==> config.mk <==
export PLATFORM = sky130hd
export DESIGN_NAME = alu_result_stage
export DESIGN_NICKNAME = d
export VERILOG_FILES = /design/src/rtl/alu_result_stage.sv
export SDC_FILE = /design/constraint.sdc
export NUM_CORES = 1
export LEC_CHECK = 0
export ABC_AREA = 1
export CAP_MARGIN = 0
export CORE_UTILIZATION = 30
export DETAILED_ROUTE_END_ITERATION = 10
export GPL_TIMING_DRIVEN = 1
export PLACE_DENSITY = 0.44
export SYNTH_ARGS = -nofsm -noshare
export SYNTH_HDL_FRONTEND = slang
export SYNTH_SLANG_ARGS = --single-unit
==> constraint.sdc <==
create_clock -name clk -period 7.1 [get_ports clk]
set_input_delay 0.71 -clock clk [delete_from_list [all_inputs] [get_ports clk]]
set_output_delay 0.71 -clock clk [all_outputs]
set_load 0.1 [all_outputs]
==> src/rtl/alu_result_stage.sv <==
// rtl/alu_result_stage.sv - ALU output stage: accumulate, flag and buffer gate-array results
module alu_result_stage #(
  parameter int WIDTH = 16,
  parameter int DEPTH = 4
) (
  input  logic                       clk,
  input  logic                       rst,
  input  logic                       in_valid,
  output logic                       in_ready,
  input  logic [WIDTH-1:0]           in_data,
  input  logic [1:0]                 in_mode,
  output logic                       out_valid,
  input  logic                       out_ready,
  output logic [WIDTH-1:0]           out_data,
  output logic                       out_zero,
  output logic                       out_neg,
  output logic                       out_parity,
  output logic [$clog2(WIDTH+1)-1:0] out_ones,
  output logic [WIDTH-1:0]           acc_value,
  output logic [$clog2(DEPTH):0]     count
);
  localparam int AW = $clog2(DEPTH);
  localparam int OW = $clog2(WIDTH+1);
  localparam int CW = AW + 1;

  localparam logic [1:0] MODE_PASS = 2'b00;
  localparam logic [1:0] MODE_XOR  = 2'b01;
  localparam logic [1:0] MODE_OR   = 2'b10;
  localparam logic [1:0] MODE_LOAD = 2'b11;

  logic [WIDTH-1:0] mem_data   [DEPTH];
  logic             mem_zero   [DEPTH];
  logic             mem_neg    [DEPTH];
  logic             mem_parity [DEPTH];
  logic [OW-1:0]    mem_ones   [DEPTH];

  logic [AW-1:0]    wr_ptr;
  logic [AW-1:0]    rd_ptr;
  logic [CW-1:0]    count_q;
  logic [WIDTH-1:0] acc;

  logic             full;
  logic             accept;
  logic             pop;
  logic [WIDTH-1:0] word;
  logic [OW-1:0]    word_ones;

  assign full      = (count_q == CW'(DEPTH));
  assign in_ready  = !full && !rst;
  assign out_valid = (count_q != '0);
  assign accept    = in_valid && in_ready;
  assign pop       = out_valid && out_ready;

  always_comb begin
    word = in_data;
    case (in_mode)
      MODE_XOR:  word = acc ^ in_data;
      MODE_OR:   word = acc | in_data;
      default:   word = in_data;
    endcase
  end

  always_comb begin
    word_ones = '0;
    for (int i = 0; i < WIDTH; i++) begin
      word_ones = word_ones + OW'(word[i]);
    end
  end

  // Storage is cleared on reset so the head registers read back as all-zero.
  always_ff @(posedge clk) begin
    if (rst) begin
      wr_ptr  <= '0;
      rd_ptr  <= '0;
      count_q <= '0;
      acc     <= '0;
      for (int i = 0; i < DEPTH; i++) begin
        mem_data[i]   <= '0;
        mem_zero[i]   <= 1'b0;
        mem_neg[i]    <= 1'b0;
        mem_parity[i] <= 1'b0;
        mem_ones[i]   <= '0;
      end
    end else begin
      if (accept) begin
        mem_data[wr_ptr]   <= word;
        mem_zero[wr_ptr]   <= (word == '0);
        mem_neg[wr_ptr]    <= word[WIDTH-1];
        mem_parity[wr_ptr] <= ^word;
        mem_ones[wr_ptr]   <= word_ones;
        wr_ptr             <= wr_ptr + AW'(1);
        if (in_mode != MODE_PASS) begin
          acc <= word;
        end
      end
      if (pop) begin
        rd_ptr <= rd_ptr + AW'(1);
      end
      case ({accept, pop})
        2'b10:   count_q <= count_q + CW'(1);
        2'b01:   count_q <= count_q - CW'(1);
        default: count_q <= count_q;
      endcase
    end
  end

  assign out_data   = mem_data[rd_ptr];
  assign out_zero   = mem_zero[rd_ptr];
  assign out_neg    = mem_neg[rd_ptr];
  assign out_parity = mem_parity[rd_ptr];
  assign out_ones   = mem_ones[rd_ptr];
  assign acc_value  = acc;
  assign count      = count_q;

endmodule

==> impl_metrics.env <==
export IMPL_finalWeightedCongestion=0.808
export IMPL_grt_max_degree=48
export IMPL_root_buffer="clkbuf_16"
export IMPL_fin_crit_sh_pct=77.9
export IMPL_postCtsResizedCells=0
export IMPL_ioPinCount=67
export IMPL_leakage_uw=0.00334
export IMPL_maxCapViolations=0
export IMPL_clk_latency_ns=0.43
export IMPL_dp_hpwl_um=11500
export IMPL_cts_sink_count=117
export IMPL_die_x_um=147
export IMPL_cp_start_kind="input pin"
export IMPL_drive_above_1_share_pct=8.23
export IMPL_path_max_fanout=18
export IMPL_hold_viol_final=0
export IMPL_layout_commonest_cell="nor2_1"
export IMPL_antenna_found_initial=0
export IMPL_diodes=0
export IMPL_post_place_ws_ns=1.14
export IMPL_final_cell_mix="nor2_1, nand2_1, inv_1"
export IMPL_yosys_warnings=0
export IMPL_synth_seq_cells=117
export IMPL_ys_seq_area_share_pct=51.5
export IMPL_placed_area_sq_mm=0.00723
export IMPL_max_slew_margin_rel_pct=28.8
export IMPL_status="complete, no violations"
export IMPL_h_tree_depth=4
export IMPL_initial_utilization_pct=30.9
export IMPL_ir_drop_v=0.000168
export IMPL_fin_area_sq_mm=0.00783
export IMPL_hp_class="reg -> reg"
export IMPL_syn_cell_area_sq_mm=0.00634
export IMPL_syn_area_per_cell_sq_um=8.86
export IMPL_path_class="in -> reg"
export IMPL_setup_slack_ns=1.57
export IMPL_synth_cell_types=29
export IMPL_drtAntennaViolNets=0
export IMPL_holdBufCountCts=0
export IMPL_rsz0062_at_grt="false"
export IMPL_drtPass1Iterations=5
export IMPL_track_usage_pct=17.2
export IMPL_drt_iter0_markers=297
export IMPL_setup_viol=0
export IMPL_wirelength_um=17600
export IMPL_core_sq_mm=0.0205
export IMPL_num_rows=52
export IMPL_max_freq_mhz=181
export IMPL_clk_path_buf_depth=2
export IMPL_dieArea_sq_mm=0.0217
export IMPL_drc=0
export IMPL_cts_buffers_inserted=17
export IMPL_cts_tree="yes"
export IMPL_clk_pin_slew_ns=0.06
export IMPL_nets=843
export IMPL_multi_input_area_sq_mm=0.00249
export IMPL_wl_per_cell_um=16.6
export IMPL_cts_setup_buffers=0
export IMPL_worst_setup_path_end_kind="flop"
export IMPL_fillers=2037
export IMPL_seq_area_sq_mm=0.00326
export IMPL_die_h_um=147
export IMPL_first_global_vias=4871
export IMPL_clock_skew_ns=0.0130
export IMPL_synth_nets=782
export IMPL_vias=4905
export IMPL_rrSetupSlack_ns=2.58
export IMPL_final_max_slew_violation_count=0
export IMPL_worstPathRequired_ns=7.24
export IMPL_port_buffers=66
export IMPL_setup_tns_ns=0
export IMPL_syn2layout_area_growth_pct=23.5
export IMPL_worst_pin_slew_ns=1.06
export IMPL_arrival_ns=5.67
export IMPL_viasPerCell=4.63
export IMPL_syn_inst=716
export IMPL_p_per_area_mw_per_mm2=413
export IMPL_min_period_ns=5.53
export IMPL_grt_overflow=0
export IMPL_grt_pass1_wl_um=27600
[registers in the layout (all words and copies together), names as in the netlist, named ones only]
signal	cells
mem_neg	4
wr_ptr	2
count	3
mem_ones	20
mem_zero	4
rd_ptr	2
mem_parity	4
acc_value	16
mem_data	60
[kinds of logic after synthesis]
logic type,after synthesis,share of synthesized area [%]
compound gates,124,11.0
buf+inv,144,9.37
xor+xnor,2,0.276
simple gates,285,18.0
fa+ha+maj,44,9.98
flops,117,51.5
[cell usage after synthesis (all sizes together)]
library cell  instances  area [sq um]
nand4                 2          18.8
dfxtp                25           500
a31oi                 2          25.0
inv                 112           420
and2                  1          6.26
buf                  20           129
or2                   1          6.26
xnor2                 2          17.5
nor2                162           611
o22ai                23           144
ha                   33           413
nand3                14           100
edfxtp               92          2760
clkinv                1          3.75
a21oi                 7          35.0
and3                  1          6.26
clkbuf               11          41.3
o21ai                92           490
nand2               104           390
fa                   11           220
[critical path, stage by stage]
cell	delay (ns)
clkdlybuf4s50_1	0.49
inv_1	0.07
ha_1	0.69
buf_4	0.33
nand3_1	0.10
o21ai_1	0.16
inv_1	0.13
fa_1	0.46
fa_1	0.50
inv_1	0.05
fa_1	0.47
inv_1	0.05
fa_1	0.44
ha_1	0.22
fa_1	0.41
xnor2_1	0.30
nor2_1	0.09
[metrics by stage]
stage,cells,total power (uW),hold WS [ns],util [%]
CTS,1060,3260,0.465,38.2
global route,1060,3400,0.485,38.2
detailed placement,1028,2400,0.458,35.3
floorplan,716,2040,0.433,-
global placement,1028,2390,0.450,35.3
finish,1060,3230,0.462,38.2
[final timing paths]
| check | startpoint | endpoint | depth (start not counted) |
|---|---|---|---|
| min | rd_ptr[1] | rd_ptr[1] | 2 |
| min reg2reg | rd_ptr[1] | rd_ptr[1] | 2 |
| max | in_mode[0] | mem_ones[1][2] | 17 |
| max reg2reg | acc_value[1] | mem_ones[1][2] | 16 |
[cell type report]
| class | instances | share of cell area [%] |
|---|---|---|
| clock buffer | 26 | 7.19 |
| clock inverter | 6 | 0.416 |
| inverter | 113 | 5.42 |
| multi-input combinational | 455 | 31.9 |
| sequential | 117 | 41.7 |
| tap | 270 | 4.32 |
| timing repair buffer | 73 | 9.11 |
[metal layers]
layer | up-vias | global-route usage (%) | wire length [um]
met1 | 2295 | 23.4 | 8480
met5 | - | 0 | 0
met2 | 141 | 26.8 | 7920
met3 | 26 | 4.10 | 890
met4 | 0 | 5.98 | 282
li1 | 2443 | - | -
[power breakdown]
group,switching (uW),internal (uW)
sequential,24.2,824
clock,311,544
combinational,1140,389
(Power assumes the default switching activity.)
